## src/rtl/uart_cfg_core.sv

```systemverilog
// UART core with runtime baud divisor, 5-8 bit characters, parity and stop-bit selection,
// and a receive FIFO carrying per-entry parity/framing error flags plus a sticky overrun flag.
`timescale 1ns/1ps
module uart_cfg_core #(
   parameter int DIV_WIDTH = 16,
   parameter int RX_DEPTH  = 4
) (
   input  logic                 clk,
   input  logic                 rst,
   input  logic [DIV_WIDTH-1:0] divisor,
   input  logic [1:0]           cfg_data_bits,
   input  logic [1:0]           cfg_parity,
   input  logic                 cfg_stop2,
   input  logic                 rx,
   output logic                 tx,
   input  logic                 tx_valid,
   output logic                 tx_ready,
   input  logic [7:0]           tx_data,
   output logic                 tx_busy,
   output logic                 rx_valid,
   input  logic                 rx_ready,
   output logic [7:0]           rx_data,
   output logic                 rx_parity_err,
   output logic                 rx_frame_err,
   output logic                 rx_overrun,
   input  logic                 clr_err
);

   localparam int PW = $clog2(RX_DEPTH);
   localparam logic [PW:0] FULL_CNT = RX_DEPTH[PW:0];

   localparam logic [2:0] S_IDLE   = 3'd0;
   localparam logic [2:0] S_START  = 3'd1;
   localparam logic [2:0] S_DATA   = 3'd2;
   localparam logic [2:0] S_PARITY = 3'd3;
   localparam logic [2:0] S_STOP   = 3'd4;

   // Valid/ready: a transfer happens in any cycle where valid and ready are both 1;
   // tx_ready / rx_valid never depend combinationally on tx_valid / rx_ready.

   // ---------------- oversample tick ----------------
   logic [DIV_WIDTH-1:0] tick_cnt;
   logic [DIV_WIDTH-1:0] div_q;
   logic                 tick;

   assign tick = (tick_cnt == div_q);

   // The divisor is resampled only on wrap, so a change never shortens a running period.
   always_ff @(posedge clk or posedge rst) begin
      if (rst) begin
         tick_cnt <= '0;
         div_q    <= '0;
      end else if (tick) begin
         tick_cnt <= '0;
         div_q    <= divisor;
      end else begin
         tick_cnt <= tick_cnt + 1'b1;
      end
   end

   // ---------------- transmitter ----------------
   logic [2:0] tx_state;
   logic       tx_q;
   logic       tx_armed;
   logic [4:0] tx_tcnt;
   logic [2:0] tx_bcnt;
   logic [2:0] tx_last;
   logic [7:0] tx_shift;
   logic       tx_par_en;
   logic       tx_par_bit;
   logic       tx_stop2;
   logic [7:0] tx_masked;
   logic [4:0] tx_stop_last;

   assign tx_masked    = tx_data & (8'hFF >> (2'd3 - cfg_data_bits));
   assign tx_stop_last = tx_stop2 ? 5'd31 : 5'd15;
   assign tx           = tx_q;
   assign tx_ready     = (tx_state == S_IDLE);
   assign tx_busy      = (tx_state != S_IDLE);

   always_ff @(posedge clk or posedge rst) begin
      if (rst) begin
         tx_state   <= S_IDLE;
         tx_q       <= 1'b1;
         tx_armed   <= 1'b0;
         tx_tcnt    <= '0;
         tx_bcnt    <= '0;
         tx_last    <= '0;
         tx_shift   <= '0;
         tx_par_en  <= 1'b0;
         tx_par_bit <= 1'b0;
         tx_stop2   <= 1'b0;
      end else begin
         case (tx_state)
            S_IDLE: begin
               tx_q <= 1'b1;
               if (tx_valid) begin
                  tx_shift   <= tx_masked;
                  tx_last    <= {1'b1, cfg_data_bits};
                  tx_par_en  <= ^cfg_parity;
                  tx_par_bit <= (^tx_masked) ^ (cfg_parity == 2'b10);
                  tx_stop2   <= cfg_stop2;
                  tx_armed   <= 1'b0;
                  tx_tcnt    <= '0;
                  tx_bcnt    <= '0;
                  tx_state   <= S_START;
               end
            end
            S_START: if (tick) begin
               // First tick after accept only drops the line; the bit period starts there.
               if (!tx_armed) begin
                  tx_armed <= 1'b1;
                  tx_q     <= 1'b0;
                  tx_tcnt  <= '0;
               end else if (tx_tcnt == 5'd15) begin
                  tx_tcnt  <= '0;
                  tx_q     <= tx_shift[0];
                  tx_shift <= tx_shift >> 1;
                  tx_bcnt  <= '0;
                  tx_state <= S_DATA;
               end else begin
                  tx_tcnt <= tx_tcnt + 1'b1;
               end
            end
            S_DATA: if (tick) begin
               if (tx_tcnt == 5'd15) begin
                  tx_tcnt <= '0;
                  if (tx_bcnt == tx_last) begin
                     tx_q     <= tx_par_en ? tx_par_bit : 1'b1;
                     tx_state <= tx_par_en ? S_PARITY : S_STOP;
                  end else begin
                     tx_bcnt  <= tx_bcnt + 1'b1;
                     tx_q     <= tx_shift[0];
                     tx_shift <= tx_shift >> 1;
                  end
               end else begin
                  tx_tcnt <= tx_tcnt + 1'b1;
               end
            end
            S_PARITY: if (tick) begin
               if (tx_tcnt == 5'd15) begin
                  tx_tcnt  <= '0;
                  tx_q     <= 1'b1;
                  tx_state <= S_STOP;
               end else begin
                  tx_tcnt <= tx_tcnt + 1'b1;
               end
            end
            S_STOP: if (tick) begin
               if (tx_tcnt == tx_stop_last) begin
                  tx_tcnt  <= '0;
                  tx_state <= S_IDLE;
               end else begin
                  tx_tcnt <= tx_tcnt + 1'b1;
               end
            end
            default: tx_state <= S_IDLE;
         endcase
      end
   end

   // ---------------- receiver ----------------
   logic       rx_s1, rx_s2;
   logic [2:0] rx_state;
   logic [3:0] rx_tcnt;
   logic [3:0] rx_bt;
   logic [2:0] rx_bcnt;
   logic [2:0] rx_last;
   logic [1:0] rx_dbits;
   logic       rx_par_en;
   logic       rx_par_odd;
   logic [7:0] rx_shift;
   logic [1:0] rx_smp;
   logic       rx_perr;
   logic       rx_maj;
   logic [7:0] rx_data_rj;
   logic       rx_push;
   logic [9:0] rx_push_ent;

   always_ff @(posedge clk or posedge rst) begin
      if (rst) begin
         rx_s1 <= 1'b1;
         rx_s2 <= 1'b1;
      end else begin
         rx_s1 <= rx;
         rx_s2 <= rx_s1;
      end
   end

   // rx_bt is the index of the current tick within the bit, counted from the start edge.
   assign rx_bt      = rx_tcnt + 4'd1;
   assign rx_maj     = (rx_smp[0] & rx_smp[1]) | (rx_smp[0] & rx_s2) | (rx_smp[1] & rx_s2);
   assign rx_data_rj = rx_shift >> (2'd3 - rx_dbits);

   always_ff @(posedge clk or posedge rst) begin
      if (rst) begin
         rx_state    <= S_IDLE;
         rx_tcnt     <= '0;
         rx_bcnt     <= '0;
         rx_last     <= '0;
         rx_dbits    <= '0;
         rx_par_en   <= 1'b0;
         rx_par_odd  <= 1'b0;
         rx_shift    <= '0;
         rx_smp      <= '0;
         rx_perr     <= 1'b0;
         rx_push     <= 1'b0;
         rx_push_ent <= '0;
      end else begin
         rx_push <= 1'b0;
         if (tick) begin
            if (rx_state != S_IDLE) rx_tcnt <= rx_bt;
            if (rx_bt == 4'd7) rx_smp[0] <= rx_s2;
            if (rx_bt == 4'd8) rx_smp[1] <= rx_s2;
            case (rx_state)
               S_IDLE: if (!rx_s2) begin
                  rx_state   <= S_START;
                  rx_tcnt    <= '0;
                  rx_bcnt    <= '0;
                  rx_last    <= {1'b1, cfg_data_bits};
                  rx_dbits   <= cfg_data_bits;
                  rx_par_en  <= ^cfg_parity;
                  rx_par_odd <= (cfg_parity == 2'b10);
                  rx_perr    <= 1'b0;
               end
               S_START: begin
                  if (rx_bt == 4'd8 && rx_s2) rx_state <= S_IDLE;
                  else if (rx_bt == 4'd15)    rx_state <= S_DATA;
               end
               S_DATA: begin
                  if (rx_bt == 4'd9) rx_shift <= {rx_maj, rx_shift[7:1]};
                  if (rx_bt == 4'd15) begin
                     if (rx_bcnt == rx_last) rx_state <= rx_par_en ? S_PARITY : S_STOP;
                     else                    rx_bcnt  <= rx_bcnt + 1'b1;
                  end
               end
               S_PARITY: begin
                  if (rx_bt == 4'd9)  rx_perr  <= rx_maj ^ (^rx_data_rj) ^ rx_par_odd;
                  if (rx_bt == 4'd15) rx_state <= S_STOP;
               end
               S_STOP: if (rx_bt == 4'd9) begin
                  // Leave right after the first stop bit so back-to-back frames are caught.
                  rx_push     <= 1'b1;
                  rx_push_ent <= {rx_data_rj, rx_perr, ~rx_maj};
                  rx_state    <= S_IDLE;
               end
               default: rx_state <= S_IDLE;
            endcase
         end
      end
   end

   // ---------------- receive FIFO ----------------
   logic [9:0]    mem [RX_DEPTH];
   logic [PW-1:0] wr_ptr, rd_ptr;
   logic [PW:0]   count;
   logic          full, pop, wr_en, ovr_q;
   logic [9:0]    head;

   assign full     = (count == FULL_CNT);
   assign rx_valid = (count != '0);
   assign pop      = rx_valid & rx_ready;
   assign wr_en    = rx_push & (~full | pop);
   assign head     = mem[rd_ptr];

   assign rx_data       = rx_valid ? head[9:2] : 8'h00;
   assign rx_parity_err = rx_valid & head[1];
   assign rx_frame_err  = rx_valid & head[0];
   assign rx_overrun    = ovr_q;

   always_ff @(posedge clk) begin
      if (wr_en) mem[wr_ptr] <= rx_push_ent;
   end

   always_ff @(posedge clk or posedge rst) begin
      if (rst) begin
         wr_ptr <= '0;
         rd_ptr <= '0;
         count  <= '0;
         ovr_q  <= 1'b0;
      end else begin
         if (wr_en) wr_ptr <= wr_ptr + 1'b1;
         if (pop)   rd_ptr <= rd_ptr + 1'b1;
         case ({wr_en, pop})
            2'b10:   count <= count + 1'b1;
            2'b01:   count <= count - 1'b1;
            default: count <= count;
         endcase
         if (rx_push & full & ~pop) ovr_q <= 1'b1;
         else if (clr_err)          ovr_q <= 1'b0;
      end
   end

endmodule

```

## config.mk

```make
export PLATFORM = sky130hd
export DESIGN_NAME = uart_cfg_core
export DESIGN_NICKNAME = d
export VERILOG_FILES = /design/src/rtl/uart_cfg_core.sv
export SDC_FILE = /design/constraint.sdc
export NUM_CORES = 1
export LEC_CHECK = 0
export BUFFER_PORTS_ARGS = -buffer_cell sky130_fd_sc_hd__buf_2
export CAP_MARGIN = 20
export CORE_AREA = 2 2 115 117
export CTS_BUF_LIST = sky130_fd_sc_hd__clkbuf_16
export DETAILED_ROUTE_END_ITERATION = 12
export DIE_AREA = 0 0 117 119
export MAX_ROUTING_LAYER = met4
export PLACE_DENSITY_LB_ADDON = 0.3
export SYNTH_ARGS = -nofsm -noshare
export SYNTH_HDL_FRONTEND = slang
export SYNTH_SLANG_ARGS = --single-unit
```

## constraint.sdc

```tcl
create_clock -name clk -period 5.65 [get_ports clk]
set_input_delay 1.695 -clock clk [delete_from_list [all_inputs] [get_ports clk]]
set_output_delay 1.695 -clock clk [all_outputs]
set_load 0.005 [all_outputs]
```

-- Word-level counts from Yosys, hierarchy flattened
Memory sizes are Yosys's and may differ from the RTL's.
Cells that the tools add are included.
- add/subtract/negate cells: 11
- multiply operators: 0
- divide/modulo/power cells: 0
- order comparisons: 0
- eq/ne operators: 43
- shift-type cells: 2
- muxes and demuxes: 80
- bitwise operators: 20
- reductions and logical operators: 32
- operator list (cell ; count):
    3-bit two-way mux ; 30
    8-bit two-way mux ; 8
    5-bit two-way mux ; 8
    2-bit inequality test, second input constant ; 19
    3-bit one-hot mux with 5 select lines ; 2
    8-bit one-hot mux with 3 select lines ; 1
    1-bit two-way mux ; 20
    5-bit one-hot mux with 4 select lines ; 1
    16-bit by 1-bit adder with 16-bit output, second input constant ; 1
    16-bit equality test ; 1
    16-bit two-way mux ; 1
    8-bit parity ; 2
    7-bit AND reduction ; 2
    3-bit by 2-bit equality test with 1-bit output, second input constant ; 4
    4-bit equality test, second input constant ; 3
    4-bit two-way mux ; 3
    3-bit one-hot mux with 2 select lines ; 2
    3-bit AND reduction ; 4
    3-bit nonzero test ; 4
    11-bit AND reduction ; 1
    5-bit AND reduction ; 2
    2-bit nonzero test ; 5
    3-bit by 1-bit adder with 3-bit output, second input constant ; 3
    1-bit bitwise AND ; 9
    32 further kinds ; 52
- register bits after elaboration: 108
- bits in latches: 0
- memory bits (writable): 40
- memory bits (read-only): 0
- input port bits: 35
- word-level logic and storage cells: 220
- memories: 1
- memories (memory ; words ; bits a word ; read ports ; clocked after memory_dff ; write ports ; line ; text):
    mem ; 4 ; 10 ; 1 ; 0 ; 1 ; 254 ; logic [9:0] mem [RX_DEPTH];

-- Logic depth before layout (Yosys ltp)
- depth after elaboration: 7
- mapped depth: 11
- gate-level depth less buffers: 10

-- Worst setup path after synthesis
No wires, ideal clock.
- kind: input port to flip-flop
- start: input rx_ready
- end: register count[2]
- arrival time: 3.250 ns
- data required time: 5.571 ns
- slack: 2.321 ns
- stages: 10
- path buffers: 1
- path through: nor4b_1 > nor2b_1 > clkbuf_1 > inv_1 > ha_1 > inv_1 > fa_1 > xor2_1 > nor2_1 > xor2_1
- cells in the longest elaborated chain, start to end: 5
- RTL lines (item ; line ; text):
    from (decl) ; 21 ; input logic rx_ready,
    1-bit bitwise AND (*) ; 262 ; assign pop = rx_valid & rx_ready;
    1-bit OR ; 263 ; assign wr_en = rx_push & (~full | pop);
    1-bit bitwise AND ; 263 ;
    2-bit by 1-bit equality test with 1-bit output / 2-bit equality test (equally long branches) ; 284 ; case ({wr_en, pop})
    3-bit one-hot mux with 2 select lines / 2-bit nonzero test (equally long branches) ; n/a ;
    to (signal assigned) ; 285 ; 2'b10: count <= count + 1'b1;
    to (signal assigned) ; 286 ; 2'b01: count <= count - 1'b1;
    to (signal assigned) ; 287 ; default: count <= count;
    to (decl) ; 256 ; logic [PW:0] count;
Every way passes the cells marked *; elsewhere a longest branch is shown, timed or not.
A chain may end at the register's enable or synchronous reset.

-- Worst setup path after layout
- start: register rd_ptr[0]
- end: output rx_data[1]
- cells in the longest elaborated chain, start to end: 2
- RTL lines (item ; line ; text):
    from (decl) ; 255 ; logic [PW-1:0] wr_ptr, rd_ptr;
    from (signal assigned) ; 283 ; if (pop) rd_ptr <= rd_ptr + 1'b1;
    memory 4 x 10 bit ; n/a ;
    8-bit two-way mux ; 266 ; assign rx_data = rx_valid ? head[9:2] : 8'h00;
    to (decl) ; 22 ; output logic [7:0] rx_data,
No other way between the ends.

==> results.tsv <==
stage	metric	value	unit
timing	rsz0062_at_grt	no	
run_status	status	finished clean	
layout	register_area	0.00386	mm^2
global_route	antenna_found_initial	0	
timing	slew_headroom	0.432	
synthesis	ys_warn_count	0	
timing	timing.fmax	268	MHz
cts	hold_buffers	0	
pwr	p_leak	3.63	nW
cts	cts_sinks	146	
synthesis	synthCells	653	
global_route	grt_first_pass_wirelength	21800	um
place	dp_hpwl	9020	um
synthesis	synth_edf_count	40	
timing	tns	0	ns
synthesis	synth_top_area_frac	0.356	
timing	min_period	3.74	ns
layout	syn_to_final_growth	12.3	%
route	vias_per_cell	5.42	
cts	post_cts_resized	0	
cts	cts_tree	built	
setup_path	cp.required	3.95	ns
global_route	grt_overflow	0	
synthesis	yosysTopAreaCell	dfrtp_1	
synthesis	ys_seq_area_frac	0.532	
floorplan	start_util	0.563	
layout	nets	746	
timing	drv_slew	0	
timing	worstMarginPinSlew	0.852	ns
layout	multi_input_area	0.00314	mm^2
place	port_buffers	49	
layout	layout-drive-gt1-share	0.181	
layout	fin_area	0.00814	mm^2
worst_hold_path	hold_path_class	reg -> reg	
cts	clkTransAtPathRegs	0.06	ns
route	first_iter_violations	252	
synthesis	yosys_most_used_dff	dfrtp_1	
floorplan	pin_count	50	
route	final_antenna_net_count	0	
route	wl_per_cell	14.7	um
synthesis	ys_top_cells_by_area	dfrtp_1 (36%), edfxtp_1 (17%), nand2_1 (5.2%)	
route	drt_wl_total	12900	um
cts	clk_path_buf_depth	2	
setup_path	cp.arrival	2.04	ns
cts	insertion_delay	0.42	ns
floorplan	rows	42	
floorplan	coreArea	0.0129	mm^2
synthesis	ys_types	64	
timing	period_share	0.661	
global_route	grt_pass1_vias	4745	
timing	fin_skew	0.00860	ns
synthesis	ys_seq_elements	146	
timing	finalHoldViolCount	0	
cts	root_buffer	clkbuf_16	
synthesis	synth.cell_area	0.00725	mm^2
layout	fill_cells	1031	
layout	antennaDiodeCount	0	
route	vias	4782	
synthesis	syn-num-nets	705	
global_route	grt.total_usage	0.206	
route	route.detailed.drc	0	
route	dr.pass1.iters	7	
setup_path	worst-setup-path-type	reg -> out	
setup_path	endpoint_kind	primary output	
cts	post-cts-setup-buffer-count	0	
floorplan	die_w	117	um
setup_path	path_max_fanout	12	
pwr	max-vdd-ir-drop	230	uV
place	place_congestion	0.888	
pwr	powerDensity	352	mW/mm^2
timing	finalSetupViolCount	0	
cts	htreeDepth	4	
setup_path	worst_setup_path_start_kind	flip-flop	
synthesis	synthArstFlopShare	0.726	
floorplan	die_h	119	um
cts	cts_buffers	17	
synthesis	syn_area_per_cell	11.1	um^2
global_route	grt_max_degree	66	
place	place_area	0.00759	mm^2
flow_run	maxCapViolCount	0	
floorplan	die_area	0.0139	mm^2
-- path summary, 6_finish.rpt --
check                                  from  cells after the start              to  slack (ns)
worst max-delay path              rd_ptr[0]                      3      rx_data[1]        1.91
worst min-delay path                  rx_s1                      0           rx_s2        0.37
worst max register to register  tick_cnt[4]                      5  rx_push_ent[2]        2.90
worst min register to register        rx_s1                      0           rx_s2        0.37
max in group asynchronous               rst                      3  rx_push_ent[4]        3.19
min in group asynchronous               rst                      2      rx_overrun        1.42
-- through the flow --
stage	util	cells	setup WS (ns)	hold WS, ns	power (W)
2_1_floorplan	-	653	1.17	0.345	0.00172
3_3_place_gp	0.590	851	2.18	0.346	0.00180
3_5_place_dp	0.590	851	1.98	0.356	0.00184
4_1_cts	0.632	882	1.86	0.372	0.00288
5_1_grt	0.632	882	1.76	0.370	0.00301
6_report	0.632	882	1.91	0.367	0.00286
-- logic make-up (layout without fill, tap and decap cells) --
group | after synthesis | in the layout | share of synthesized area
flops | 146 | 146 | 0.532
mux | 44 | 44 | 0.0856
compound gates | 100 | 100 | 0.0880
buf+inv | 59 | 112 | 0.0349
xor+xnor | 59 | 59 | 0.0732
simple gates | 228 | 228 | 0.156
fa+ha+maj | 17 | 17 | 0.0304
-- per-layer routing --
metal	up-vias	track usage	share of wire
li1	2343	-	-
met1	2305	0.255	0.45
met2	113	0.331	0.50
met3	21	0.0417	0.034
met4	0	0.0838	0.018
met5	-	-	0
-- placed cells by master (no fill, tap or decap), drive strengths merged, types with 4 or more instances in the layout --
cell / n
and2: 20
mux4: 10
clkinvlp: 4
a31oi: 6
edfxtp: 40
buf: 51
nand4: 6
mux2: 23
mux2i: 11
nand2b: 7
clkbuf: 17
nand2: 101
xnor2: 24
or3: 5
dfrtp: 103
nor4: 5
a21oi: 25
xor2: 34
inv: 32
ha: 16
nor3: 12
nor2: 43
o21ai: 36
nor2b: 5
clkinv: 6
nand3: 13
-- report_power, final --
part | total, W | internal (W) | switching [W] | leakage (nW)
registers | 0.00131 | 0.00118 | 0.000129 | 1.76
clock network | 0.00105 | 0.000635 | 0.000411 | 0.268
logic | 0.000506 | 0.000232 | 0.000274 | 1.60
-- cells in the mapped netlist (5+ instances only) --
library cell / number
dfrtp_1: 103
nand2_1: 101
nor2_1: 43
edfxtp_1: 40
xor2_1: 34
inv_1: 30
o21ai_0: 28
a21oi_1: 24
xnor2_1: 24
and2_1: 20
ha_1: 16
mux2_2: 16
buf_2: 13
nand3_1: 13
clkbuf_1: 12
mux2i_1: 11
nor3_1: 11
mux4_2: 10
o21ai_1: 8
mux2_4: 7
nand2b_1: 7
a31oi_1: 6
nand4_1: 5
nor2b_1: 5
or3_1: 5
-- cell type report --
| cell class | count | area share |
|---|---|---|
| inverters | 30 | 0.0141 |
| flip-flops and latches | 146 | 0.474 |
| repair buffers | 51 | 0.0320 |
| multi-input cells | 448 | 0.385 |
| clock inverters | 14 | 0.0154 |
| clock buffers | 17 | 0.0523 |
| well taps | 176 | 0.0270 |
-- sequential cells by signal, indices dropped and copies added (netlist names), 2 cells and up --
signal / count
rx_push_ent: 10
rx_state: 3
wr_ptr: 2
tx_tcnt: 5
rx_bcnt: 3
count: 3
rx_smp: 2
tx_state: 3
rx_last: 3
tx_bcnt: 3
rd_ptr: 2
rx_tcnt: 4
mem: 40
div_q: 16
rx_shift: 8
tx_shift: 8
tx_last: 3
tick_cnt: 16
-- critical path, stage by stage (launching register included) --
cell,delay (ns)
dfrtp_1,0.77
mux4_2,0.58
and2_1,0.16
buf_2,0.12
Power figures use the tool's default switching activity.
